===== src/rtl/uart_rx_cfg.sv =====
// -----------------------------------------------------------------------------
// uart_rx_cfg
//   UART receiver for the lidar host/sensor serial links. The frame format is
//   set by parameters: data width 5..8, parity none/even/odd, and 1 or 2 stop
//   bits. Each bit is decided by a 3-sample majority vote around mid-bit. A
//   start bit that is high again at mid-bit is treated as a glitch and dropped.
//   The receiver reports parity, framing, break and overrun conditions.
//   A finished byte is held on a valid/ready handshake until it is accepted.
//
// Parameters
//   CLK_FRE    clock frequency in MHz
//   BAUD_RATE  serial baud rate; CLK_FRE*1e6/BAUD_RATE must be >= 8
//   DATA_BITS  data bits per frame, 5..8
//   PARITY     0 none, 1 even, 2 odd
//   STOP_BITS  1 or 2
//
// Ports
//   clk            system clock
//   rst_n          asynchronous reset, active low
//   rx_pin         serial input, idle high, asynchronous to clk
//   rx_data        received byte, zero-extended above DATA_BITS-1
//   rx_data_valid  rx_data and error flags are valid; held until accepted
//   rx_data_ready  consumer accepts the byte when high with rx_data_valid
//   parity_err     parity mismatch for the held byte
//   frame_err      at least one stop-bit sample of the held byte was 0
//   break_det      1-cycle pulse: all-zero data, parity and first stop bit
//   overrun_err    1-cycle pulse: a frame finished while a byte was still held
// -----------------------------------------------------------------------------
module uart_rx_cfg #(
    parameter int CLK_FRE   = 40,
    parameter int BAUD_RATE = 460800,
    parameter int DATA_BITS = 8,
    parameter int PARITY    = 2,
    parameter int STOP_BITS = 1
) (
    input  logic       clk,
    input  logic       rst_n,
    input  logic       rx_pin,
    output logic [7:0] rx_data,
    output logic       rx_data_valid,
    input  logic       rx_data_ready,
    output logic       parity_err,
    output logic       frame_err,
    output logic       break_det,
    output logic       overrun_err
);

    localparam int          CYCLE      = CLK_FRE * 1000000 / BAUD_RATE;
    localparam logic [15:0] CNT_LAST   = 16'(CYCLE - 1);
    localparam logic [15:0] CNT_MID    = 16'(CYCLE / 2);
    localparam logic [15:0] CNT_MID_M1 = 16'(CYCLE / 2 - 1);
    localparam logic [15:0] CNT_MID_M2 = 16'(CYCLE / 2 - 2);
    localparam logic [2:0]  BIT_LAST   = 3'(DATA_BITS - 1);
    localparam logic        STOP_LAST  = 1'(STOP_BITS - 1);
    localparam logic        PARITY_ON  = (PARITY != 0);

    typedef enum logic [2:0] {
        ST_IDLE   = 3'd0,
        ST_START  = 3'd1,
        ST_DATA   = 3'd2,
        ST_PARITY = 3'd3,
        ST_STOP   = 3'd4
    } state_t;

    // Two-out-of-three majority used for the mid-bit vote
    function automatic logic majority3(input logic a, input logic b, input logic c);
        return (a & b) | (a & c) | (b & c);
    endfunction

    // Parity bit the transmitter should have sent for this data word
    function automatic logic expected_parity(input logic [7:0] d);
        logic p;
        if (PARITY == 1) begin
            p = ^d;
        end else begin
            p = ~^d;
        end
        return p;
    endfunction

    logic        sync1_r;
    logic        rxs_r;
    logic        rxs_prev_r;
    logic        start_edge_s;
    logic        vote_s;
    logic        first_stop_zero_s;

    state_t      state_r;
    logic [15:0] cycle_cnt_r;
    logic [2:0]  bit_cnt_r;
    logic        stop_idx_r;
    logic        samp0_r;
    logic        samp1_r;
    logic [7:0]  data_buf_r;
    logic        par_bit_r;
    logic        ferr_acc_r;
    logic        first_stop_zero_r;
    logic        done_r;
    logic        perr_pend_r;
    logic        ferr_pend_r;
    logic        brk_pend_r;

    // Two-flop synchroniser plus a delayed copy for falling-edge detection; all idle high
    always_ff @(posedge clk or negedge rst_n) begin
        if (!rst_n) begin
            sync1_r    <= 1'b1;
            rxs_r      <= 1'b1;
            rxs_prev_r <= 1'b1;
        end else begin
            sync1_r    <= rx_pin;
            rxs_r      <= sync1_r;
            rxs_prev_r <= rxs_r;
        end
    end

    // Start edge, mid-bit majority vote and the break test on the first stop bit
    always_comb begin
        start_edge_s      = rxs_prev_r & ~rxs_r;
        vote_s            = majority3(samp0_r, samp1_r, rxs_r);
        first_stop_zero_s = first_stop_zero_r;
        if (stop_idx_r == 1'b0) begin
            first_stop_zero_s = ~vote_s;
        end else begin
            first_stop_zero_s = first_stop_zero_r;
        end
    end

    // Frame FSM: bit timing, sampling, data assembly and error accumulation
    always_ff @(posedge clk or negedge rst_n) begin
        if (!rst_n) begin
            state_r           <= ST_IDLE;
            cycle_cnt_r       <= 16'd0;
            bit_cnt_r         <= 3'd0;
            stop_idx_r        <= 1'b0;
            samp0_r           <= 1'b1;
            samp1_r           <= 1'b1;
            data_buf_r        <= 8'h00;
            par_bit_r         <= 1'b0;
            ferr_acc_r        <= 1'b0;
            first_stop_zero_r <= 1'b0;
            done_r            <= 1'b0;
            perr_pend_r       <= 1'b0;
            ferr_pend_r       <= 1'b0;
            brk_pend_r        <= 1'b0;
        end else begin
            done_r <= 1'b0;
            if (cycle_cnt_r == CNT_MID_M2) begin
                samp0_r <= rxs_r;
            end
            if (cycle_cnt_r == CNT_MID_M1) begin
                samp1_r <= rxs_r;
            end

            case (state_r)
                ST_IDLE: begin
                    cycle_cnt_r <= 16'd0;
                    // A line held low (e.g. after a break) shows no falling edge, so it cannot restart here
                    if (start_edge_s) begin
                        state_r           <= ST_START;
                        bit_cnt_r         <= 3'd0;
                        stop_idx_r        <= 1'b0;
                        ferr_acc_r        <= 1'b0;
                        first_stop_zero_r <= 1'b0;
                    end
                end

                ST_START: begin
                    if ((cycle_cnt_r == CNT_MID) && vote_s) begin
                        // Line back high at mid start bit: glitch, drop silently
                        state_r     <= ST_IDLE;
                        cycle_cnt_r <= 16'd0;
                    end else if (cycle_cnt_r == CNT_LAST) begin
                        state_r     <= ST_DATA;
                        cycle_cnt_r <= 16'd0;
                    end else begin
                        cycle_cnt_r <= cycle_cnt_r + 16'd1;
                    end
                end

                ST_DATA: begin
                    if (cycle_cnt_r == CNT_MID) begin
                        data_buf_r[bit_cnt_r] <= vote_s;
                    end
                    if (cycle_cnt_r == CNT_LAST) begin
                        cycle_cnt_r <= 16'd0;
                        if (bit_cnt_r == BIT_LAST) begin
                            state_r <= PARITY_ON ? ST_PARITY : ST_STOP;
                        end else begin
                            bit_cnt_r <= bit_cnt_r + 3'd1;
                        end
                    end else begin
                        cycle_cnt_r <= cycle_cnt_r + 16'd1;
                    end
                end

                ST_PARITY: begin
                    if (cycle_cnt_r == CNT_MID) begin
                        par_bit_r <= vote_s;
                    end
                    if (cycle_cnt_r == CNT_LAST) begin
                        state_r     <= ST_STOP;
                        cycle_cnt_r <= 16'd0;
                    end else begin
                        cycle_cnt_r <= cycle_cnt_r + 16'd1;
                    end
                end

                ST_STOP: begin
                    if (cycle_cnt_r == CNT_MID) begin
                        first_stop_zero_r <= first_stop_zero_s;
                        if (stop_idx_r == STOP_LAST) begin
                            // Leave half a bit early so a back-to-back start edge is not missed
                            state_r     <= ST_IDLE;
                            cycle_cnt_r <= 16'd0;
                            done_r      <= 1'b1;
                            ferr_pend_r <= ferr_acc_r | ~vote_s;
                            perr_pend_r <= PARITY_ON && (par_bit_r != expected_parity(data_buf_r));
                            brk_pend_r  <= (data_buf_r == 8'h00) && (!PARITY_ON || !par_bit_r)
                                           && first_stop_zero_s;
                        end else begin
                            ferr_acc_r  <= ferr_acc_r | ~vote_s;
                            cycle_cnt_r <= cycle_cnt_r + 16'd1;
                        end
                    end else if (cycle_cnt_r == CNT_LAST) begin
                        stop_idx_r  <= 1'b1;
                        cycle_cnt_r <= 16'd0;
                    end else begin
                        cycle_cnt_r <= cycle_cnt_r + 16'd1;
                    end
                end

                default: begin
                    state_r     <= ST_IDLE;
                    cycle_cnt_r <= 16'd0;
                end
            endcase
        end
    end

    // Completion handshake: deliver the finished frame, or flag an overrun if the previous byte is still held
    always_ff @(posedge clk or negedge rst_n) begin
        if (!rst_n) begin
            rx_data       <= 8'h00;
            rx_data_valid <= 1'b0;
            parity_err    <= 1'b0;
            frame_err     <= 1'b0;
            break_det     <= 1'b0;
            overrun_err   <= 1'b0;
        end else begin
            break_det   <= 1'b0;
            overrun_err <= 1'b0;
            if (done_r) begin
                break_det <= brk_pend_r;
                // Acceptance in the same cycle frees the slot, so the new byte replaces the old one
                if (!rx_data_valid || rx_data_ready) begin
                    rx_data       <= data_buf_r;
                    parity_err    <= perr_pend_r;
                    frame_err     <= ferr_pend_r;
                    rx_data_valid <= 1'b1;
                end else begin
                    overrun_err <= 1'b1;
                end
            end else if (rx_data_valid && rx_data_ready) begin
                rx_data_valid <= 1'b0;
            end else begin
                rx_data_valid <= rx_data_valid;
            end
        end
    end

endmodule


===== config.mk =====
export PLATFORM = sky130hd
export DESIGN_NAME = uart_rx_cfg
export DESIGN_NICKNAME = d
export VERILOG_FILES = /design/src/rtl/uart_rx_cfg.sv
export SDC_FILE = /design/constraint.sdc
export NUM_CORES = 1
export LEC_CHECK = 0
export CAP_MARGIN = 20
export CORE_AREA = 2 2 105 56
export CTS_BUF_LIST = sky130_fd_sc_hd__clkbuf_8
export CTS_CLUSTER_DIAMETER = 60
export CTS_CLUSTER_SIZE = 25
export DETAILED_ROUTE_END_ITERATION = 10
export DIE_AREA = 0 0 107 58
export PLACE_DENSITY = 0.79
export RECOVER_POWER = 100
export SETUP_SLACK_MARGIN = 0.5
export SLEW_MARGIN = 40
export SYNTH_ARGS = -nofsm -noshare
export SYNTH_HDL_FRONTEND = slang
export SYNTH_SLANG_ARGS = --single-unit

===== constraint.sdc =====
create_clock -name clk -period 1.7 [get_ports clk]
set_input_delay 0.34 -clock clk [delete_from_list [all_inputs] [get_ports clk]]
set_output_delay 0.34 -clock clk [all_outputs]
set_load 0.05 [all_outputs]

* Word-level counts from Yosys, hierarchy flattened
Cells that the tools add are included.
** Cells by class
- Add/sub/neg operators :: 2
- Order comparisons :: 2
- Eq/ne operators :: 22
- Muxes and demuxes :: 43
- Bitwise operators :: 10
- Reductions and logical operators :: 25
** Operators with widths (number)
- two-way mux 16 bit :: 4
- == test 16 x 6 -> 1 bit (second input constant) :: 3
- case mux 16 bit (3 select lines) :: 1
- two-way mux 3 bit :: 11
- two-way mux 1 bit :: 20
- inequality test 2 bit (second input constant) :: 10
- adder 16 x 1 -> 16 bit (second input constant) :: 1
- == test 16 x 7 -> 1 bit (second input constant) :: 1
- case mux 3 bit (5 select lines) :: 1
- AND reduction 4 bit :: 3
- bitwise mux 8 bit :: 1
- zero test 8 bit :: 1
- AND reduction 2 bit :: 4
- XNOR reduction 8 bit :: 1
- AND reduction 7 bit :: 1
- == test 3 x 2 -> 1 bit (second input constant) :: 2
- == test 3 bit (second input constant) :: 2
- case mux 1 bit (2 select lines) :: 3
- case mux 3 bit (2 select lines) :: 1
- AND reduction 3 bit :: 2
- nonzero test 2 bit :: 3
- logical AND 1 bit :: 5
- AND 1 bit :: 4
- less-than comparator 3 x 4 -> 1 bit (second input constant) :: 1
- 13 further kinds :: 18
** Word-level totals
- Register bits after elaboration :: 56
- Output and inout port bits :: 13

* Longest topological paths before layout
Gate-level depths: netlist (run 1).
- Word-level depth :: 8
- Gate-level depth with buffers :: 6
- Depth with buffers taken out :: 6

* Worst setup path after synthesis (run 1)
Ideal clock, no wire load.
- Kind :: register to register
- From :: register cycle_cnt_r[0]
- To :: register data_buf_r[6]
- Data arrival time :: 1.633 ns
- Required time :: 1.573 ns
- Setup slack :: -0.061 ns
- Cell stages (with the launch flop) :: 7
- Period minus slack after synthesis :: 1.761 ns
- Cells stage by stage :: dfrtp_1 -> ha_1 -> and4bb_2 -> and4_1 -> buf_6 -> nand4_1 -> mux2_1
** Between the ends
- Longest elaborated chain between the ends :: 2
** RTL lines
- from (decl) :: line 89 : logic [15:0] cycle_cnt_r;
- from (signal assigned) :: line 176 : cycle_cnt_r <= cycle_cnt_r + 16'd1;
- from (signal assigned) :: line 192 : cycle_cnt_r <= cycle_cnt_r + 16'd1;
- from (signal assigned) :: line 204 : cycle_cnt_r <= cycle_cnt_r + 16'd1;
- == test 16 x 6 -> 1 bit :: line 181 : if (cycle_cnt_r == CNT_MID) begin
- AND reduction 2 bit (no line)
- to (signal, indexed assignment) :: line 182 : data_buf_r[bit_cnt_r] <= vote_s;
- to (decl) :: line 94 : logic [7:0] data_buf_r;
Every way passes these cells.
A chain may end at the register's enable or synchronous reset.

* Worst setup path in the final report (run 1)
- From :: register rxs_r
- To :: register cycle_cnt_r[1]
** Between the ends
- Longest elaborated chain between the ends :: 6
- Elaborated cells between the ends (all ways) :: 7
** RTL lines
- from (decl) :: line 82 : logic rxs_r;
- from (signal assigned) :: line 111 : rxs_r <= sync1_r;
- AND 1 bit :: line 67 : return (a & b) | (a & c) | (b & c);
- OR 1 bit :: line 67
- OR 1 bit * :: line 67
- logical AND 1 bit * :: line 168 : if ((cycle_cnt_r == CNT_MID) && vote_s) begin
- two-way mux 16 bit * :: line 168
- case mux 16 bit (3 select lines) * :: line 154 : case (state_r)
Mark *: on every way between the ends. The rest lies on a longest branch, timed or not.

==> results.toml, run 1 <==
[drt]
via_per_inst = 5.53
drc = 0
antenna_left = 0
first_iter_violations = 117
wl_per_cell_um = 16.2
postRouteWirelength_um = 6330
via_count = 2162
drt_first_pass_iters = 4

[logic_synthesis]
async_flop_share_pct = 100
syn_area_mm2 = 0.00284
synth_ff_type = "dfrtp_1"
syn_inst = 265
synth_edf_count = 0
synth-adder-area-share_pct = 4.32
synthesis.nets = 278
synth_mux_area_share_pct = 7.46
synth.avg_cell_area_um2 = 10.7
synth_seq_cells = 55
synth_top_family_by_area = "simple AND/OR/NAND/NOR gates"
ys_warn_count = 0
synth_xor_area_share_pct = 4.32
ys_types = 55
synth-compound-area-share_pct = 9.89
yosysSeqAreaShare_pct = 48.8
yosys.area_share.simple_pct = 19.7

[global_routing]
first_global_vias = 2053
antenna_found_initial = 0
overflow = 0
grt_pass1_wl_um = 10400
grt_max_degree = 56
grt_usage_pct = 22.0

[clock_network]
clock_latency_ns = 0.31
cts_sinks = 55
path_clk_slew_ns = 0.09
root_buffer = "clkbuf_8"
cts_buffer_depth = 2
h-tree-depth = 2
numCtsBuffers = 5
postCtsHoldBufs = 0
cts_tree = "built"

[critical_path]
rr_endpoint = "cycle_cnt_r[1]$_DFF_PN0_"
reg2reg_from = "rxs_r$_DFF_PN1_"
criticalPathCategory = "reg2reg"
cp.required_ns = 1.90
cp-startpoint = "rxs_r$_DFF_PN1_"
critPathCaptureType = "flip-flop"
worstPathArrival_ns = 1.97
rrSetupSlack_ns = -0.07
reg2regPathDepth = 5
worstSetupEndpoint = "cycle_cnt_r[1]$_DFF_PN0_"
crit_fanout = 16
critPathLaunchType = "flip-flop"

[timing]
min_period_ns = 1.77
timing.fmax_ghz = 0.565
clock_skew_ns = 0.00593
setup_viol = 9
report.final.hold_viol_count = 0
grt_setup_unrepaired = "true"
tightest_slew_ns = 1.35
tns_ns = -0.334
max_slew_margin_pct = 10.2
slew_violations = 0
period_share_pct = 104
worst_slack_ns = -0.0710

[floorplanning]
core_area_mm2 = 0.00530
die_w_um = 107
rows = 19
die_h_um = 58
top_level_ports = 17
initial_core_util_pct = 53.5
die_area_mm2 = 0.00621

[finish]
layout_common_cells = "dfrtp_1 (49), buf_4 (34), nand2_1 (23), inv_1 (18), nand3_1 (16)"
n_fill_cell = 404
layout-drive-gt1-share_pct = 30.2
antenna_cells = 0
nets = 330
instances_no_fill = 391
final_area_mm2 = 0.00347
syn_to_final_growth_pct = 22.4
final_common_cell = "dfrtp_1"

[placed_design]
postPlaceCellArea_mm2 = 0.00331
place.gp.congestion = 0.852
portBuffers = 16
dp.cells = 374
dp_hpwl_um = 4540

[power]
ir_drop_uv = 556
power_density_mw_per_mm2 = 971
leakagePower_nw = 1.59

[hold_path]
min_path_cells = 0
hp-class = "reg2reg"

[outcome]
violations = "negative setup slack"
status = "finished, violations left"

[job]
drv_cap = 0
==> worst min-delay path by stage <==
| stage | end | from | slack [ns] |
|---|---|---|---|
| finish | rxs_r$_DFF_PN1_ | sync1_r$_DFF_PN1_ | 0.37 |
| global route | rxs_r$_DFF_PN1_ | sync1_r$_DFF_PN1_ | 0.38 |
| CTS | rx_data[0]$_DFFE_PN0P_ | rst_n | 0.02 |
| detailed placement | rxs_r$_DFF_PN1_ | sync1_r$_DFF_PN1_ | 0.35 |
| global placement | rxs_r$_DFF_PN1_ | sync1_r$_DFF_PN1_ | 0.35 |
| floorplan | bit_cnt_r[0]$_DFFE_PN0P_ | rst_n | 0.04 |
==> cells by family (layout without fill, tap and decap cells) <==
| family | after synthesis | count (layout) |
|---|---|---|
| flops | 55 | 55 |
| simple gates | 96 | 96 |
| mux | 18 | 18 |
| fa+ha+maj | 10 | 10 |
| buf+inv | 31 | 84 |
| compound gates | 41 | 41 |
| xor+xnor | 14 | 14 |
==> cell type report <==
cell class / count / area, um^2 / area share [%]
clock buffer: 5 / 68.8 / 1.98
sequential: 55 / 1380 / 39.9
tap: 73 / 91.3 / 2.63
inverter: 18 / 67.6 / 1.95
clock inverter: 3 / 67.6 / 1.95
timing repair buffer: 58 / 419 / 12.1
multi-input combinational: 179 / 1370 / 39.5
==> critical path: stages (launching register included) <==
cell      delay (ns)
dfstp_1         0.42
maj3_1          0.40
o21ai_1         0.23
a22oi_4         0.12
buf_12          0.17
a211oi_1        0.30
==> state kept, by name (all words and copies together), names as in the netlist, 3 cells and up <==
| signal | count |
|---|---|
| cycle_cnt_r | 16 |
| data_buf_r | 8 |
| rx_data | 8 |
| bit_cnt_r | 3 |
| state_r | 3 |
==> synthesized netlist by cell type (2+ instances only) <==
cell type / number / area [um^2]
dfrtp_1: 50 / 1250
nand2_1: 24 / 90.1
inv_1: 18 / 67.6
nand3_1: 17 / 85.1
o21ai_0: 12 / 60.1
mux2_2: 11 / 124
nand4_1: 11 / 68.8
ha_1: 9 / 113
nor2_1: 8 / 30.0
a211oi_1: 7 / 52.6
xnor2_1: 7 / 61.3
xor2_1: 7 / 61.3
a21oi_1: 6 / 30.0
dfstp_2: 5 / 131
nor3_1: 5 / 25.0
a22oi_1: 4 / 30.0
buf_2: 4 / 20.0
nor2b_1: 4 / 25.0
and2_1: 3 / 18.8
buf_4: 3 / 22.5
buf_6: 3 / 33.8
mux2_4: 3 / 45.0
nor3b_1: 3 / 22.5
or3_1: 3 / 18.8
and3_1: 2 / 12.5
clkbuf_1: 2 / 7.51
mux2_1: 2 / 22.5
mux2i_1: 2 / 20.0
nand2b_1: 2 / 12.5
o21ai_1: 2 / 10.0
o31ai_1: 2 / 15.0
==> layer usage <==
metal  GRT usage (%)  wire length, um
met5               0                0
met4            5.19               51
met3            5.29              357
met2            29.6             2580
met1            35.4             3330
==> stage by stage <==
stage | utilization (%) | hold WS (ns) | power (W) | worst slack (ns)
finish | 65.4 | 0.371 | 0.00337 | -0.0710
global route | 65.4 | 0.375 | 0.00352 | -0.167
CTS | 67.2 | 0.0170 | 0.00339 | -0.0773
detailed placement | 62.5 | 0.351 | 0.00235 | -0.0890
global placement | 62.5 | 0.348 | 0.00231 | -0.0473
floorplan | - | 0.0444 | 0.00201 | -0.0291
==> report_power, final <==
| group | switching (W) | internal [W] | leakage (nW) |
|---|---|---|---|
| Clock | 0.000439 | 0.000587 | 0.0644 |
| Sequential | 0.000105 | 0.00141 | 0.734 |
| Combinational | 0.000433 | 0.000393 | 0.796 |
| Total | 0.000977 | 0.00239 | 1.59 |
==> timing repair <==
item / CTS / global route
setup buffers: 5 / 4
pin swaps: 5 / 2
gates cloned: 0 / 0
setup endpoints to repair: 52 / 55
gates resized for setup: 20 / 2
Power figures use the tool's default switching activity.
==> run 2: changes to the inputs <==
--- a/config.mk
+++ b/config.mk
@@ -12,6 +12,7 @@
 export CTS_CLUSTER_SIZE = 25
 export DETAILED_ROUTE_END_ITERATION = 10
 export DIE_AREA = 0 0 107 58
+export HOLD_SLACK_MARGIN = 0.06
 export PLACE_DENSITY = 0.79
 export RECOVER_POWER = 100
 export SETUP_SLACK_MARGIN = 0.5
==> run 2 against run 1 <==
Effect of this change: the run still ends with negative setup slack left; register-to-register slack got worse by 0.03 ns; die area is the same; via count is 2.3% higher; critical endpoint unchanged; clock-buffer cell count unchanged; sequential share of layout area about the same; cell area is 0.11% higher.
==> results.toml, run 2 (synthesis results as in run 1) <==
[outcome]
status = "finished, violations left"
violations = "negative setup slack"

[finish]
layout-drive-gt1-share_pct = 29.6
regArea_mm2 = 0.00138
syn_to_final_growth_pct = 22.5
layout_common_cells = "dfrtp_1 (49), buf_4 (33), nand2_1 (23), inv_1 (18), nand3_1 (16)"
n_fill_cell = 405
final_common_cell = "dfrtp_1"
final_area_mm2 = 0.00347
top_register = "cycle_cnt_r"
nets = 330
largest_reg_flops = 16
top_regs = "cycle_cnt_r (16), data_buf_r (8), rx_data (8)"
antenna_cells = 0
multiInputGateArea_mm2 = 0.00137

[floorplanning]
initial_core_util_pct = 53.5
die_area_mm2 = 0.00621
rows = 19
top_level_ports = 17
core_area_mm2 = 0.00530
die_w_um = 107
die_h_um = 58

[timing]
grt_setup_unrepaired = "true"
period_share_pct = 106
worst_slack_ns = -0.0960
max_slew_margin_pct = 50.9
setup_viol = 10
tns_ns = -0.355
min_period_ns = 1.80
tightest_slew_ns = 0.736
report.final.hold_viol_count = 0
slew_violations = 0
clock_skew_ns = 0.00644
hold_ws_ns = 0.371
timing.fmax_ghz = 0.557

[placed_design]
place.gp.congestion = 0.852
postPlaceCellArea_mm2 = 0.00331
dp_hpwl_um = 4540
portBuffers = 16
post-place-ws_ns = -0.0890

[drt]
wl_per_cell_um = 16.1
via_count = 2212
drt_first_pass_iters = 4
drc = 0
via_per_inst = 5.66
antenna_left = 0
first_iter_violations = 129
postRouteWirelength_um = 6300

[clock_network]
path_clk_slew_ns = 0.09
numCtsBuffers = 5
cts_tree = "built"
h-tree-depth = 2
cts_buffer_depth = 2
cts_sinks = 55
root_buffer = "clkbuf_8"
clock_latency_ns = 0.31

[power]
power_w = 0.00338
ir_drop_uv = 556
swShare_pct = 29.1
power.internal_w = 0.00240
leakagePower_nw = 1.59
pwr-share-seq_pct = 44.9
pwr-share-clk_pct = 30.4
p_switching_w = 0.000981
power_frac_comb_pct = 24.7
power_density_mw_per_mm2 = 972

[critical_path]
cp-startpoint = "rxs_r$_DFF_PN1_"
reg2reg_from = "rxs_r$_DFF_PN1_"
worstPathArrival_ns = 1.99
crit_fanout = 16
critPathCaptureType = "flip-flop"
criticalPathCategory = "reg2reg"
critPathLaunchType = "flip-flop"
cp.required_ns = 1.90

[hold_path]
hp-start = "sync1_r$_DFF_PN1_"
hp-class = "reg2reg"

[global_routing]
antenna_found_initial = 0
grt_usage_pct = 21.9
grt_pass1_wl_um = 10300
first_global_vias = 2042
overflow = 0
grt_max_degree = 56

[job]
drv_cap = 0
==> run 2: cell count changes in the layout (fill, tap and decap cells not counted), sizes merged <==
cell / previous run / this run
dlygate4sd3: 2 / 3
buf: 40 / 39
==> run 2: cell type report <==
cell class                 count  share of cell area (%)
timing repair buffer          58                    12.2
multi-input combinational    179                    39.5
inverter                      18                    1.95
clock inverter                 3                    1.95
clock buffer                   5                    1.98
sequential                    55                    39.8
tap                           73                    2.63
==> run 2: final timing paths <==
check,to,slack (ns),cells after the start
max,cycle_cnt_r[1]$_DFF_PN0_,-0.1,5
min,rxs_r$_DFF_PN1_,0.37,0
max reg2reg,cycle_cnt_r[1]$_DFF_PN0_,-0.1,5
min reg2reg,rxs_r$_DFF_PN1_,0.37,0
max in group asynchronous,rx_data_valid$_DFFE_PN0P_,0.46,3
min in group asynchronous,rx_data[2]$_DFFE_PN0P_,0.73,3
==> run 2: critical path: stages, from the launching register on <==
cell and delay, ns:
dfstp_1 0.42, maj3_1 0.41, o21ai_1 0.23, a22oi_4 0.12
buf_12 0.17, a211oi_1 0.32
==> run 2: routing by layer <==
metal / vias to the layer above / track usage [%] / share of wire (%)
met1: 1086 / 35.7 / 51
met4: 0 / 5.19 / 1.2
met3: 13 / 5.17 / 6.9
met5: - / 0 / 0
met2: 72 / 29.0 / 40
li1: 1041 / - / -
==> run 2: what timing repair did <==
item / 4_1_cts / 5_1_grt
buffers inserted: 5 / 3
hold buffers: 1 / 0
hold endpoints to repair: 50 / 0
endpoints found under the setup margin: 52 / 55
resized for setup: 20 / 2
pin swaps: 5 / 2
==> run 2: stage by stage <==
step / util, % / std cells
2_1_floorplan: - / 265
3_3_place_gp: 62.5 / 374
3_5_place_dp: 62.5 / 374
4_1_cts: 67.4 / 388
5_1_grt: 65.5 / 391
6_report: 65.5 / 391
==> run 2: power by group through the flow <==
stage	clock, W	sequential [W]	combinational [W]
4_1_cts	0.00104	0.00152	0.000830
5_1_grt	0.00109	0.00153	0.000902
3_5_place_dp	0	0.00154	0.000815
2_1_floorplan	0	0.00153	0.000483
6_report	0.00103	0.00152	0.000833
3_3_place_gp	0	0.00154	0.000778
